File: src/rtl/fp_add_normalize_round.sv
// fp_add_normalize_round: add/subtract, normalize, round-to-nearest-even and
// pack stage of the binary32 adder, fed by the exponent-alignment stage.
// Three registered stages share one advance enable driven by the output side.
module fp_add_normalize_round #(
  parameter int unsigned EXP_WIDTH  = 8,
  parameter int unsigned MANT_WIDTH = 23
) (
  input  logic                            clk,
  input  logic                            reset,
  input  logic                            inValid,
  output logic                            inReady,
  input  logic                            signA,
  input  logic                            signB,
  input  logic [MANT_WIDTH:0]             alignedMantissaA,
  input  logic [MANT_WIDTH:0]             alignedMantissaB,
  input  logic                            guardBit,
  input  logic                            roundBit,
  input  logic                            stickyBit,
  input  logic [EXP_WIDTH-1:0]            exponentOut,
  output logic                            outValid,
  input  logic                            outReady,
  output logic [EXP_WIDTH+MANT_WIDTH:0]   result,
  output logic                            overflow,
  output logic                            underflow,
  output logic                            zero
);

  // significand incl. implicit one, extended with G/R/S, plus a carry bit
  localparam int unsigned SIG_W  = MANT_WIDTH + 1;
  localparam int unsigned EXT_W  = SIG_W + 3;
  localparam int unsigned SUM_W  = EXT_W + 1;
  // internal exponent has headroom for +1 (carry) and +1 (rounding carry)
  localparam int unsigned EXPI_W = EXP_WIDTH + 2;
  localparam int unsigned LZC_W  = $clog2(EXT_W + 1);
  localparam logic [EXPI_W-1:0] EXP_MAX = EXPI_W'((1 << EXP_WIDTH) - 1);

  // leading-zero count of the extended significand; EXT_W when all zero
  function automatic logic [LZC_W-1:0] countLeadingZeros(input logic [EXT_W-1:0] v);
    logic [LZC_W-1:0] n;
    n = LZC_W'(EXT_W);
    for (int i = 0; i < int'(EXT_W); i++) begin
      if (v[i]) n = LZC_W'(int'(EXT_W) - 1 - i);
    end
    return n;
  endfunction

  logic adv;

  // stage 1 registers
  logic                 s1Valid;
  logic [SUM_W-1:0]     s1Sum;
  logic                 s1Sign;
  logic [EXP_WIDTH-1:0] s1Exp;

  // stage 2 registers (implicit one dropped: it is 1 for every non-zero value)
  logic                 s2Valid;
  logic [EXT_W-2:0]     s2Bits;
  logic [EXPI_W-1:0]    s2Exp;
  logic                 s2Sign;
  logic                 s2Zero;
  logic                 s2Underflow;

  // stage 1 combinational
  logic                 aIsLarger;
  logic [EXT_W-1:0]     largeExt;
  logic [EXT_W-1:0]     smallExt;
  logic [SUM_W-1:0]     s1SumC;
  logic                 s1SignC;

  // stage 2 combinational
  logic [LZC_W-1:0]     lzcC;
  logic [EXT_W-1:0]     normC;
  logic [EXPI_W-1:0]    s2ExpC;
  logic                 tooSmallC;
  logic                 nonZeroC;
  logic                 s2ZeroC;
  logic                 s2UnderflowC;

  // stage 3 combinational
  logic [MANT_WIDTH-1:0] fracC;
  logic                  roundUpC;
  logic [SIG_W-1:0]      fracIncC;
  logic [EXPI_W-1:0]     finalExpC;
  logic [EXP_WIDTH+MANT_WIDTH:0] resultC;
  logic                  overflowC;
  logic                  underflowC;
  logic                  zeroC;

  // whole pipeline moves when the output register is empty or being drained
  assign adv     = !outValid || outReady;
  assign inReady = adv;

  // stage 1: pick the larger magnitude and add or subtract extended operands
  always_comb begin
    aIsLarger = 1'b0;
    largeExt  = '0;
    smallExt  = '0;
    s1SumC    = '0;
    s1SignC   = 1'b0;
    aIsLarger = alignedMantissaA >= alignedMantissaB;
    if (aIsLarger) begin
      largeExt = {alignedMantissaA, 3'b000};
      smallExt = {alignedMantissaB, guardBit, roundBit, stickyBit};
    end else begin
      largeExt = {alignedMantissaB, 3'b000};
      smallExt = {alignedMantissaA, guardBit, roundBit, stickyBit};
    end
    if (signA == signB) begin
      s1SumC  = SUM_W'(largeExt) + SUM_W'(smallExt);
      s1SignC = signA;
    end else begin
      s1SumC  = SUM_W'(largeExt) - SUM_W'(smallExt);
      s1SignC = aIsLarger ? signA : signB;
    end
  end

  // stage 1 register
  always_ff @(posedge clk or posedge reset) begin
    if (reset) begin
      s1Valid <= 1'b0;
      s1Sum   <= '0;
      s1Sign  <= 1'b0;
      s1Exp   <= '0;
    end else if (adv) begin
      s1Valid <= inValid;
      s1Sum   <= s1SumC;
      s1Sign  <= s1SignC;
      s1Exp   <= exponentOut;
    end
  end

  // stage 2: normalize on carry-out or by leading-zero count, detect flush to zero
  always_comb begin
    lzcC      = '0;
    normC     = '0;
    s2ExpC    = '0;
    tooSmallC = 1'b0;
    lzcC      = countLeadingZeros(s1Sum[EXT_W-1:0]);
    if (s1Sum[SUM_W-1]) begin
      // bit shifted out on the right folds into sticky
      normC     = {s1Sum[SUM_W-1:2], s1Sum[1] | s1Sum[0]};
      s2ExpC    = EXPI_W'(s1Exp) + EXPI_W'(1);
      tooSmallC = 1'b0;
    end else begin
      normC     = s1Sum[EXT_W-1:0] << lzcC;
      s2ExpC    = EXPI_W'(s1Exp) - EXPI_W'(lzcC);
      tooSmallC = EXPI_W'(s1Exp) <= EXPI_W'(lzcC);
    end
    // after normalization the top bit is set for every non-zero value
    nonZeroC     = normC[EXT_W-1];
    s2ZeroC      = !nonZeroC || tooSmallC;
    s2UnderflowC = nonZeroC && tooSmallC;
  end

  // stage 2 register
  always_ff @(posedge clk or posedge reset) begin
    if (reset) begin
      s2Valid     <= 1'b0;
      s2Bits      <= '0;
      s2Exp       <= '0;
      s2Sign      <= 1'b0;
      s2Zero      <= 1'b0;
      s2Underflow <= 1'b0;
    end else if (adv) begin
      s2Valid     <= s1Valid;
      s2Bits      <= normC[EXT_W-2:0];
      s2Exp       <= s2ExpC;
      s2Sign      <= s1Sign;
      s2Zero      <= s2ZeroC;
      s2Underflow <= s2UnderflowC;
    end
  end

  // stage 3: round to nearest even, saturate to infinity, pack binary32
  always_comb begin
    fracC       = '0;
    roundUpC    = 1'b0;
    fracIncC    = '0;
    finalExpC   = '0;
    resultC     = '0;
    overflowC   = 1'b0;
    underflowC  = 1'b0;
    zeroC       = 1'b0;
    fracC       = s2Bits[EXT_W-2:3];
    roundUpC    = s2Bits[2] & (s2Bits[1] | s2Bits[0] | fracC[0]);
    // a carry out of the fraction means the significand became 2.0:
    // fraction wraps to zero and the exponent steps up
    fracIncC    = SIG_W'(fracC) + SIG_W'(roundUpC);
    finalExpC   = s2Exp + EXPI_W'(fracIncC[MANT_WIDTH]);
    if (s2Zero) begin
      zeroC      = 1'b1;
      underflowC = s2Underflow;
    end else if (finalExpC >= EXP_MAX) begin
      resultC   = {s2Sign, {EXP_WIDTH{1'b1}}, {MANT_WIDTH{1'b0}}};
      overflowC = 1'b1;
    end else begin
      resultC = {s2Sign, finalExpC[EXP_WIDTH-1:0], fracIncC[MANT_WIDTH-1:0]};
    end
  end

  // stage 3 register: result and flags
  always_ff @(posedge clk or posedge reset) begin
    if (reset) begin
      outValid  <= 1'b0;
      result    <= '0;
      overflow  <= 1'b0;
      underflow <= 1'b0;
      zero      <= 1'b0;
    end else if (adv) begin
      outValid  <= s2Valid;
      result    <= resultC;
      overflow  <= overflowC;
      underflow <= underflowC;
      zero      <= zeroC;
    end
  end

endmodule

File: config.mk
export PLATFORM = sky130hd
export DESIGN_NAME = fp_add_normalize_round
export DESIGN_NICKNAME = d
export VERILOG_FILES = /design/src/rtl/fp_add_normalize_round.sv
export SDC_FILE = /design/constraint.sdc
export NUM_CORES = 1
export LEC_CHECK = 0
export CAP_MARGIN = 20
export CORE_MARGIN = 4
export CORE_UTILIZATION = 63
export CTS_CLUSTER_DIAMETER = 120
export DETAILED_ROUTE_END_ITERATION = 10
export HOLD_SLACK_MARGIN = 0.1
export PLACE_DENSITY = 0.87
export SLEW_MARGIN = 25
export SYNTH_ARGS = -nofsm -noshare
export SYNTH_HDL_FRONTEND = slang
export SYNTH_SLANG_ARGS = --single-unit
File: constraint.sdc
create_clock -name clk -period 5.8 [get_ports clk]
set_input_delay 0.58 -clock clk [delete_from_list [all_inputs] [get_ports clk]]
set_output_delay 0.58 -clock clk [all_outputs]
set_load 0.03 [all_outputs]
### Yosys cells after proc, flatten, opt, wreduce, memory -nomap -nowiden

Cells that the tools add are included.

| storage, ports and cells | value |
|---|---|
| register bits after elaboration | 114 |
| latch bits | 0 |
| memory bits (writable) | 0 |
| ROM bits | 0 |
| input bits | 65 |
| output and inout port bits | 37 |
| word-level logic and storage cells | 76 |
| memories | 0 |

| cells by class | value |
|---|---|
| add/subtract/negate cells | 6 |
| multiply operators | 0 |
| div/mod/pow operators | 0 |
| $lt $le $gt $ge | 3 |
| eq/ne operators | 1 |
| shift operators | 1 |
| muxes and demuxes | 41 |
| bitwise gates (word level) | 4 |
| reduce and logical (&&, ||, !) cells | 5 |

Operators with widths:

| cell | count |
|---|---|
| $mux 5 | 26 |
| $mux 27 | 3 |
| $mux 32 | 1 |
| $mux 31 | 1 |
| $add 27x27->28 | 1 |
| $mux 28 | 1 |
| $sub 27x27->28 | 1 |
| $shl 27x5->27 | 1 |
| $add 23x1->24 | 1 |
| $ge 24x24->1 | 1 |
| $add 10x1->10 | 1 |
| $ge 10x8->1 const B | 1 |
| $mux 10 | 1 |
| $add 8x1->9 const B | 1 |
| $sub 8x5->9 | 1 |
| $le 8x5->1 | 1 |
| $mux 1 | 8 |
| $or 1x1->1 | 3 |
| $logic_not 1->1 | 2 |
| $logic_or 1x1->1 | 2 |
| $and 1x1->1 | 1 |
| $eq 1x1->1 | 1 |
| $logic_and 1x1->1 | 1 |

### Depth between registers and ports, before layout

| logic depth | value |
|---|---|
| depth after elaboration | 31 |
| mapped depth | 26 |

### Worst setup path after synthesis

OpenSTA, ideal clock, no wires.

| path | value |
|---|---|
| path kind | input port to flip-flop |
| start point | input alignedMantissaB[8] |
| end point | register s1Sum[27] |
| library setup time | 0.136 ns |
| arrival time | 5.171 ns |
| data required time | 5.664 ns |
| setup slack | 0.493 ns |
| stages on the path | 26 |
| cells stage by stage | clkbuf_1 -> inv_1 -> ha_1 -> a21oi_1 -> o21ai_0 -> a211oi_1 -> o21ai_0 -> a21oi_1 -> clkbuf_1 -> clkbuf_1 -> buf_1 -> nand2_1 -> o21ai_0 -> ha_1 -> inv_1 -> fa_1 -> nor2b_1 -> o31ai_1 -> a21oi_1 -> o221ai_1 -> nor3_1 -> a211o_1 -> a21o_1 -> a21o_1 -> xor2_1 -> o21ai_0 |

| on the way | value |
|---|---|
| longest elaborated chain between the ends | 4 |
| elaborated cells on any way between the ends | 6 |

RTL lines:

| element | RTL line | RTL |
|---|---|---|
| from (decl) | 15 | `input logic [MANT_WIDTH:0] alignedMantissaB,` |
| $ge 24x24->1 | 100 | `aIsLarger = alignedMantissaA >= alignedMantissaB;` |
| $mux 27 | 101 | `if (aIsLarger) begin` |
| $sub 27x27->28 / $add 27x27->28 (equally long branches) | 112, 109 |  |
| $mux 28 (*) | 108 | `if (signA == signB) begin` |
| to (signal assigned) | 126 | `s1Sum <= s1SumC;` |
| to (decl) | 51 | `logic [SUM_W-1:0] s1Sum;` |

Mark *: on every way between the ends. The rest lies on a longest branch, timed or not.
A chain may end at the register's enable or synchronous reset.

### Worst setup path after layout

| path | value |
|---|---|
| start point | input alignedMantissaA[0] |
| end point | register s1Sum[27] |

| on the way | value |
|---|---|
| longest elaborated chain between the ends | 4 |
| elaborated cells on any way between the ends | 6 |

RTL lines:

| element | RTL line | RTL |
|---|---|---|
| from (decl) | 14 | `input logic [MANT_WIDTH:0] alignedMantissaA,` |
| $ge 24x24->1 | 100 |  |
| $mux 27 | 101 |  |
| $sub 27x27->28 / $add 27x27->28 (equally long branches) | 112, 109 |  |
| $mux 28 (*) | 108 |  |

Marks and branches as above.

==> key figures <==
Place
  • Post-DP HPWL: roughly 22,000 µm
  • DP Worst Slack: -0.0892 ns
  • Port Buf Inserts: 101
  • Post-Place Cells: roughly 1,600
  • RePlAce Congestion: about 0.99

Cells and area
  • Area Growth Syn to Fin: 18.5%
  • Most common cell after layout, fill and taps aside: nand2_1
  • Final cell count without fillers: 1,602
  • Number of antenna diodes: 0
  • Layout cell share with drive strength beyond 1: 8.70%
  • Commonest non-fill, non-tap cells in the layout: nand2_1 (176), nor2_1 (129), a21oi_1 (128), dfrtp_1 (114), clkdlybuf4s50_1 (101)
  • Util after Layout: just under 80%
  • # nets final: approximately 1,500

GRT
  • First-pass GRT wire length: between 40,000 and 50,000 µm
  • Total global-route track usage: about a third
  • Remaining global-route overflow: 0
  • Initial antenna violation count: 0
  • Largest net degree at the start of global routing: 73
  • Vias in the first global route: just under 10,000

Logic synthesis
  • Synth Register Bits: 114
  • Yosys top cell area share: 28.3%
  • Top area cells in the synthesized netlist: dfrtp_1 (28%), ha_1 (7.2%), nand2_1 (6.6%)
  • Async SR Flop Fraction: between 90% and 100%
  • Sequential share of the synthesized area: approximately 28%
  • Yosys top cell by area: dfrtp_1
  • Synth Instances: between 1,000 and 1,500
  • Synth Net Count: roughly 1,400
  • Average cell area after synthesis: between 7 and 8 µm²
  • Synth Flop Type: dfrtp_1
  • Number of synthesized flops with an enable pin: 0
  • Synthesized area: 10,100 µm²
  • Synth warn: 0
  • Number of distinct library cells after synthesis: 82

Clock tree
  • H-tree Lvls: 4
  • Worst-case clock buffer depth: 2
  • CTS buffer count: 17
  • Clock Pin Slew Worst Setup and Hold Paths: 0.06 ns
  • Root buf cell: clkbuf_16
  • Worst-skew pair later-pin latency: 0.42 ns
  • CTS tree: yes
  • Clock tree sinks: about 110

Flow run
  • Total of max-cap violations: 0

Timing
  • Fmax: between 150 and 200 MHz
  • Post-route setup TNS: 0 ns
  • Clock skew: about 0.011 ns
  • Worst slew margin: 46.2%
  • Minimum clock period: between 5 and 6 ns
  • Worst-margin pin slew: 0.799 ns
  • Unrepaired setup endpoints after global routing: no
  • Setup violators final: 0
  • Slew Limit Fails: 0
  • Period utilization: between 90% and 100%
  • Setup ws final: 0.396 ns
  • Endpoints failing hold: 0

Setup path
  • Max FO, Critical Path: 4
  • Worst Path Arrival: 5.67 ns
  • Worst setup SP type: input port
  • Critical Path RT: 6.07 ns
  • Crit path kind: input port to flip-flop
  • CP Capture Type: flip-flop

Power
  • Peak VDD IR: 0.348 mV
  • Pleak: between 5 and 6 nW
  • Final Total Pwr: 6.48 mW
  • Power Density: 543 nW/µm²

Route
  • Avg WL per Cell: 18.5 µm
  • Detailed Routing Iterations Pass 1: 6
  • Residual DRC: 0
  • Final ANT Viol Nets: 0
  • Vias per inst: between 6 and 7
  • Routed via count: roughly 10,000
  • Total routed wirelength: 29,600 µm
  • 1st-iter DRT viols: about 1,200

Floorplanning
  • # IOs: approximately 100
  • Core area: 15,400 µm²
  • Die area: about 18,000 µm²
  • Initial Util: between 60% and 70%
  • Chip width: approximately 130 µm
  • Site row count: between 40 and 50
  • Die H: around 130 µm

Status
  • Status: completed

Min path
  • Hold WC Path Type: flip-flop to flip-flop
[cell usage after synthesis, drive strengths merged (20+ instances only)]
cell type  instances
nor2             129
buf               20
xnor2             48
a211oi            22
clkbuf            48
mux2i             28
o31ai             20
inv               58
nor3              34
ha                58
dfrtp            114
xor2              41
nand3             32
nand2            177
mux2              32
o21ai             94
a21oi            129
[critical path: stages]
cell and delay, ns:
clkdlybuf4s50_1 0.50, inv_1 0.07, ha_1 0.28, nor3b_1 0.19, o21ai_0 0.18, a211oi_1 0.31, o21ai_0 0.21, a21oi_4 0.23
buf_4 0.18, mux2i_1 0.26, a21oi_1 0.12, xnor2_1 0.23, inv_1 0.09, fa_1 0.41, nor2b_1 0.20, o31ai_1 0.12
a21oi_1 0.32, o221ai_1 0.24, nor3_2 0.30, a211o_1 0.22, a21o_1 0.14, a21o_1 0.12, xor2_1 0.13, o21ai_0 0.08
[report_power, final]
| part | switching (mW) | internal [mW] | total (mW) |
|---|---|---|---|
| clock | 0.414 | 0.649 | 1.06 |
| combinational | 2.26 | 1.50 | 3.76 |
| sequential | 0.497 | 1.16 | 1.66 |
| total | 3.17 | 3.31 | 6.48 |
[per-stage QoR]
stage	hold slack [ns]	instance area, µm²
6_report	0.472	11900
5_1_grt	0.504	11900
4_1_cts	0.470	11900
3_5_place_dp	0.456	11300
3_3_place_gp	0.449	11300
2_1_floorplan	0.430	10100
[path summary, 6_finish.rpt]
| path | start | cells past startpoint | end | slack, ns |
|---|---|---|---|---|
| max | alignedMantissaA[0] | 24 | s1Sum[27] | 0.40 |
| min | result[12] | 2 | result[12] | 0.47 |
| max reg2reg | s2Bits[2] | 19 | result[17] | 1.02 |
| min reg2reg | result[12] | 2 | result[12] | 0.47 |
| max in group asynchronous | reset | 3 | s1Sum[4] | 3.95 |
| min in group asynchronous | reset | 2 | result[18] | 0.64 |
[metal layers]
metal	vias to the layer above	global-route usage, %	wire length (µm)
met5	-	0	0
met4	0	8.94	672
met3	67	6.23	2120
met2	450	54.0	13800
met1	4758	44.3	13000
li1	4801	-	-
[cells by family (layout without fill, tap and decap cells)]
logic type | after synthesis | in the layout | synth area share (%)
mux | 60 | 60 | 6.36
xor+xnor | 89 | 89 | 7.74
buf+inv | 127 | 224 | 5.18
fa+ha+maj | 60 | 60 | 7.61
compound gates | 380 | 380 | 23.8
flops | 114 | 114 | 28.3
simple gates | 464 | 464 | 21.0
[layout make-up]
type | count | area, µm²
fill | 1180 | 3500
multi-input combinational | 1053 | 6720
inverter | 59 | 224
clock buffer | 18 | 439
sequential | 114 | 2850
clock inverter | 14 | 156
timing repair buffer | 133 | 1270
tap | 211 | 264
[sequential cells by signal, summed over array words and instances, names as in the netlist]
| signal | cells |
|---|---|
| result | 32 |
| s1Sum | 28 |
| s2Bits | 26 |
| s2Exp | 10 |
| s1Exp | 8 |
| outValid | 1 |
| overflow | 1 |
| s1Sign | 1 |
| s1Valid | 1 |
| s2Sign | 1 |
| s2Underflow | 1 |
| s2Valid | 1 |
| s2Zero | 1 |
| underflow | 1 |
| zero | 1 |
[repair_timing]
action | CTS | global route
hold buffers | 0 | 0
setup buffers | 0 | 2
resized for setup | 0 | 3
setup endpoints to repair | 0 | 2
Note: power is estimated with default switching activity, not from simulation.
==> patch 1 (same flow settings) <==
Put one more register stage on the output `overflow`, without a reset. The value now appears one clock later. The other outputs are not delayed to match.
--- a/src/rtl/fp_add_normalize_round.sv
+++ b/src/rtl/fp_add_normalize_round.sv
@@ -34,6 +34,8 @@
   localparam int unsigned LZC_W  = $clog2(EXT_W + 1);
   localparam logic [EXPI_W-1:0] EXP_MAX = EXPI_W'((1 << EXP_WIDTH) - 1);
 
+  logic overflow_s0;
+
   // leading-zero count of the extended significand; EXT_W when all zero
   function automatic logic [LZC_W-1:0] countLeadingZeros(input logic [EXT_W-1:0] v);
     logic [LZC_W-1:0] n;
@@ -203,17 +205,21 @@
     if (reset) begin
       outValid  <= 1'b0;
       result    <= '0;
-      overflow  <= 1'b0;
+      overflow_s0 <= 1'b0;
       underflow <= 1'b0;
       zero      <= 1'b0;
     end else if (adv) begin
       outValid  <= s2Valid;
       result    <= resultC;
-      overflow  <= overflowC;
+      overflow_s0 <= overflowC;
       underflow <= underflowC;
       zero      <= zeroC;
     end
   end
 
+  always_ff @(posedge clk) begin
+    overflow <= overflow_s0;
+  end
+
 endmodule
 
Behaviour: not the same (Yosys sat finds a counterexample within 4 cycles, from zero or initial values and one cycle with reset high).
==> patch 1 against the unedited design <==
- cell area rose by 1.9%
- sequential cell count rose by 1
- synthesized area rose by 1.6%
- power fell by 4.1%
- final cell count fell by 1.2%
- wire length fell by 10%
- hold slack got worse by 110 ps
- worst setup slack improved by 27 ps
- combinational power fell by 7.4%
- die area rose by 1.5%
- clock skew barely moved
- critical path type unchanged
- largest cell class unchanged
- largest power group unchanged
==> patch 1: results (changes against the unedited design) <==
INFO  metric run_status = completed
INFO  metric whs = 366.6 ps (-105.6 ps)
INFO  metric total_nets_final = 1478 (-1.7%)
INFO  metric global_route.usage.met3 = 0.04309 (-0.01917)
INFO  metric hold_path.startpoint = overflow_s0$_DFFE_PP0P_
INFO  metric place.gp.congestion = 0.9751 (-1.9%)
INFO  metric power.static_leakage = 5.382 nW (+4.8%)
INFO  metric worst_slew_pin_slew = 964.8 ps (+165.5 ps)
INFO  metric ir_worst_vdd = 0.0002493 V (-28%)
INFO  metric worst-endpoint-arrival = 5650 ps (-20 ps)
INFO  metric met2_wirelength = 13100 um (-5.2%)
INFO  metric post_synth_main_area_contributors = dfrtp_1, mux2i_1, ha_1
INFO  metric max-clock-path-buffers = 2 (unchanged)
INFO  metric dr.first_iter.drc_count = 621 (-49%)
INFO  metric grtUsageMet2 = 0.5141 (-0.02556)
INFO  metric timing.reg2reg.setup_slack = 1310 ps (+290 ps)
INFO  metric layout.filler_cells = 1169 (-0.93%)
INFO  metric worst_path_largest_cell_delay = 480 ps (-20 ps)
INFO  metric dpl_cell_area = 11530 um^2 (+2.0%)
INFO  metric grt_util_all_layers = 0.2954 (-0.03190)
INFO  metric critical_path.reg2reg.endpoint = result[7]$_DFFE_PP0P_
INFO  metric yosysUniqueCellTypes = 78 (-4.9%)
INFO  metric ys_async_sr_fraction = 0.9913 (-0.008696)
INFO  metric crit_path_max_fanout = 13 (+9)
INFO  metric drt-pass1-iter-count = 5 (-1)
INFO  metric maximum_number_of_pins_on_one_net_before_global_route_repair = 79 (+8.2%)
INFO  metric detail_route.wirelength.met1 = 11210 um (-13%)
INFO  metric met3_wire_len = 1516 um (-28%)
INFO  metric reg2regPathDepth = 16 (-3)
INFO  metric synth-seq-area-share = 0.2810 (-0.002377)
INFO  metric worstHoldPathCells = 0 (-2)
INFO  metric finish.cell_count_without_fillers = 1582 (-1.2%)
INFO  metric met1_track_usage_gr = 0.3732 (-0.06956)
INFO  metric avgSynthCellArea = 8.114 um^2 (+4.3%)
INFO  metric critical_register_to_register_path_startpoint = s2Bits[5]$_DFFE_PP0P_
INFO  metric synth.cells.most_frequent = nand2_1, dfrtp_1, nor2_1, o21ai_0, a21oi_1
INFO  metric synthesis.nets = 1385 (-2.4%)
INFO  metric grt_pass1_vias = 9393 (-2.9%)
INFO  metric hold_ep = overflow$_DFF_P_
INFO  metric detailedPlace.worstSlack = -193.8 ps (-104.6 ps)
INFO  metric vias = 9653 (-4.2%)
INFO  metric totalWireLength = 26560 um (-10%)
==> patch 1: timing repair <==
item,4_1_cts,5_1_grt
buffers inserted,0,0
hold buffers,0,0
setup endpoints to repair,0,3
resized for setup,0,4
==> patch 1: logic make-up after synthesis <==
family,synth area share
multiplexers,0.1089
AND/OR/NAND/NOR,0.1939
XOR/XNOR,0.07539
buffers and inverters,0.05617
AO/OA/AOI/OAI,0.2098
flip-flops,0.2810
adder cells (fa/ha/maj),0.07490
==> patch 1: worst max-delay path by stage <==
stage,startpoint,to,slack (ps),cells after the start
2_1_floorplan,alignedMantissaB[13],s1Sum[27]$_DFFE_PP0P_,810,25
3_3_place_gp,alignedMantissaB[17],s1Sum[26]$_DFFE_PP0P_,60,22
3_5_place_dp,alignedMantissaB[13],s1Sum[26]$_DFFE_PP0P_,-190,22
4_1_cts,alignedMantissaB[13],s1Sum[26]$_DFFE_PP0P_,230,22
5_1_grt,alignedMantissaB[11],s1Sum[26]$_DFFE_PP0P_,50,24
6_report,alignedMantissaB[13],s1Sum[26]$_DFFE_PP0P_,420,24
==> patch 1: report_power, final <==
part | total [mW] | switching, mW | leakage, nW | internal, mW
registers | 1.69 | 0.517 | 1.38 | 1.17
logic | 3.48 | 1.99 | 3.71 | 1.49
clock network | 1.05 | 0.388 | 0.284 | 0.662
total | 6.21 | 2.89 | 5.38 | 3.32
==> patch 1: layout make-up <==
cell class	count	area, um^2	share of cell area
Clock buffer	20	456.7	0.03759
Clock inverter	12	143.9	0.01184
Inverter	54	205.2	0.01689
Multi-Input combinational cell	1014	6802	0.5599
Sequential cell	115	2873	0.2365
Tap cell	216	270.3	0.02225
Timing Repair Buffer	151	1398	0.1150
==> patch 2 (same settings) <==
Made on the original files. The parameter `MANT_WIDTH` goes from 23 to 21.
--- a/src/rtl/fp_add_normalize_round.sv
+++ b/src/rtl/fp_add_normalize_round.sv
@@ -3,7 +3,7 @@
 // Three registered stages share one advance enable driven by the output side.
 module fp_add_normalize_round #(
   parameter int unsigned EXP_WIDTH  = 8,
-  parameter int unsigned MANT_WIDTH = 23
+  parameter int unsigned MANT_WIDTH = 21
 ) (
   input  logic                            clk,
   input  logic                            reset,
Ports: changed (resized alignedMantissaA, alignedMantissaB and result); port bits go from 102 to 96. No check against the original RTL was run, so the function may have changed too.
==> patch 2 against the unedited design <==
- fmax increased by 1.7%
- worst setup slack better by 89 ps
- synthesized area decreased by 7.8%
- via count shrank 12%
- sequential cell count down 6
- power fell by 18%
- cell area shrank 11%
- non-clock buffer count is 22 lower
- wire length is 17% lower
- largest power group unchanged
==> patch 2: results (changes against the unedited design) <==
INFO  metric run_status = completed
INFO  metric avgViaCountPerCell = 6.205 (-1.4%)
INFO  metric yosysUniqueCellTypes = 74 (-9.8%)
INFO  metric skew = 6.883 ps (-4.055 ps)
INFO  metric detailedPlace.worstSlack = 150.0 ps (+239.2 ps)
INFO  metric met3_wire_len = 1431 um (-33%)
INFO  metric synth.cells.most_frequent = nand2_1, o21ai_0, dfrtp_1, a21oi_1, nor2_1
INFO  metric hold_path.startpoint = s2Valid$_DFFE_PP0P_
INFO  metric dpl_cell_area = 10300 um^2 (-8.9%)
INFO  metric met1_track_usage_gr = 0.3700 (-0.07282)
INFO  metric maximum_number_of_pins_on_one_net_before_global_route_repair = 65 (-11%)
INFO  metric pwr_density_cell = 502.5 nW/um^2 (-7.5%)
INFO  metric timing_max_transition_violations_final = 0 (unchanged)
INFO  metric postSynthCellCount = 1193 (-7.8%)
INFO  metric totalWireLength = 24640 um (-17%)
INFO  metric ir_worst_vdd = 0.0001833 V (-47%)
INFO  metric synthesis.nets = 1310 (-7.7%)
INFO  metric insertion_delay = 350 ps (-70 ps)
INFO  metric grt_pass1_wl = 40940 um (-15%)
INFO  metric detail_route.wirelength.met1 = 10050 um (-22%)
INFO  metric place.gp.congestion = 0.9912 (-0.32%)
INFO  metric clockPowerShare = 0.107 (-0.057)
INFO  metric reg2regPathDepth = 17 (-2)
INFO  metric dr.first_iter.drc_count = 678 (-44%)
INFO  metric wire_per_inst = 17.21 um (-6.8%)
INFO  metric synth-seq-area-share = 0.2910 (+0.007656)
INFO  metric power_report.internal_total = 2.700 mW (-18%)
INFO  metric hold_ep = outValid$_DFFE_PP0P_
INFO  metric worstHoldPathCells = 1 (-1)
INFO  metric total_nets_final = 1361 (-9.4%)
INFO  metric post-dp-hpwl = 19320 um (-12%)
INFO  metric post_synth_main_area_contributors = dfrtp_1, nand2_1, ha_1
INFO  metric global_route.usage.met3 = 0.02350 (-0.03877)
INFO  metric met2_wirelength = 12110 um (-12%)
INFO  metric critical_path.reg2reg.endpoint = result[5]$_DFFE_PP0P_
INFO  metric fraction_of_layout_cells_with_a_size_suffix_above_1 = 0.04968 (-0.03731)
INFO  metric timing.slew.headroom = 0.5272 (+0.06501)
INFO  metric power.static_leakage = 4.581 nW (-11%)
INFO  metric crit_path_max_fanout = 15 (+11)
INFO  metric period_share = 0.9164 (-0.01527)
INFO  metric biggest_registers_after_layout = result x30, s1Sum x26, s2Bits x24
INFO  metric power_frac_seq = 0.290 (+0.034)
INFO  metric h-tree-depth = 3 (-1)
INFO  metric whs = 457.7 ps (-14.39 ps)
INFO  metric crit_path_start = alignedMantissaB[19]
INFO  metric drt-pass1-iter-count = 5 (-1)
INFO  metric worst-endpoint-arrival = 5590 ps (-80 ps)
INFO  metric grt_pass1_vias = 8525 (-12%)
INFO  metric cts_inserted_buffers = 9 (-8)
INFO  metric timing.reg2reg.setup_slack = 1500 ps (+480 ps)
patch 2: cell count changes after synthesis, sizes merged, moves of 6 or more:
cell and change:
o21ai +25, a22oi -8, mux2 -23, xor2 -9, mux2i +7, nor3 -10, nor2 -41, o21a -9
nand2 +6, dfrtp -6, a21oi -32
patch 2: logic make-up after synthesis:
family | Yosys count | share of synthesized area
simple gates | 417 | 0.2045
compound gates | 358 | 0.2409
buf+inv | 129 | 0.05699
flops | 108 | 0.2910
xor+xnor | 78 | 0.07357
fa+ha+maj | 56 | 0.07707
mux | 47 | 0.05592
patch 2: cell type report:
cell class	count	area (um^2)	area share
inverters	58	225.2	0.02131
clock inverters	4	35.03	0.003315
clock buffers	11	232.7	0.02202
flip-flops and latches	108	2703	0.2557
well taps	184	230.2	0.02179
multi-input cells	956	6071	0.5745
repair buffers	111	1071	0.1014
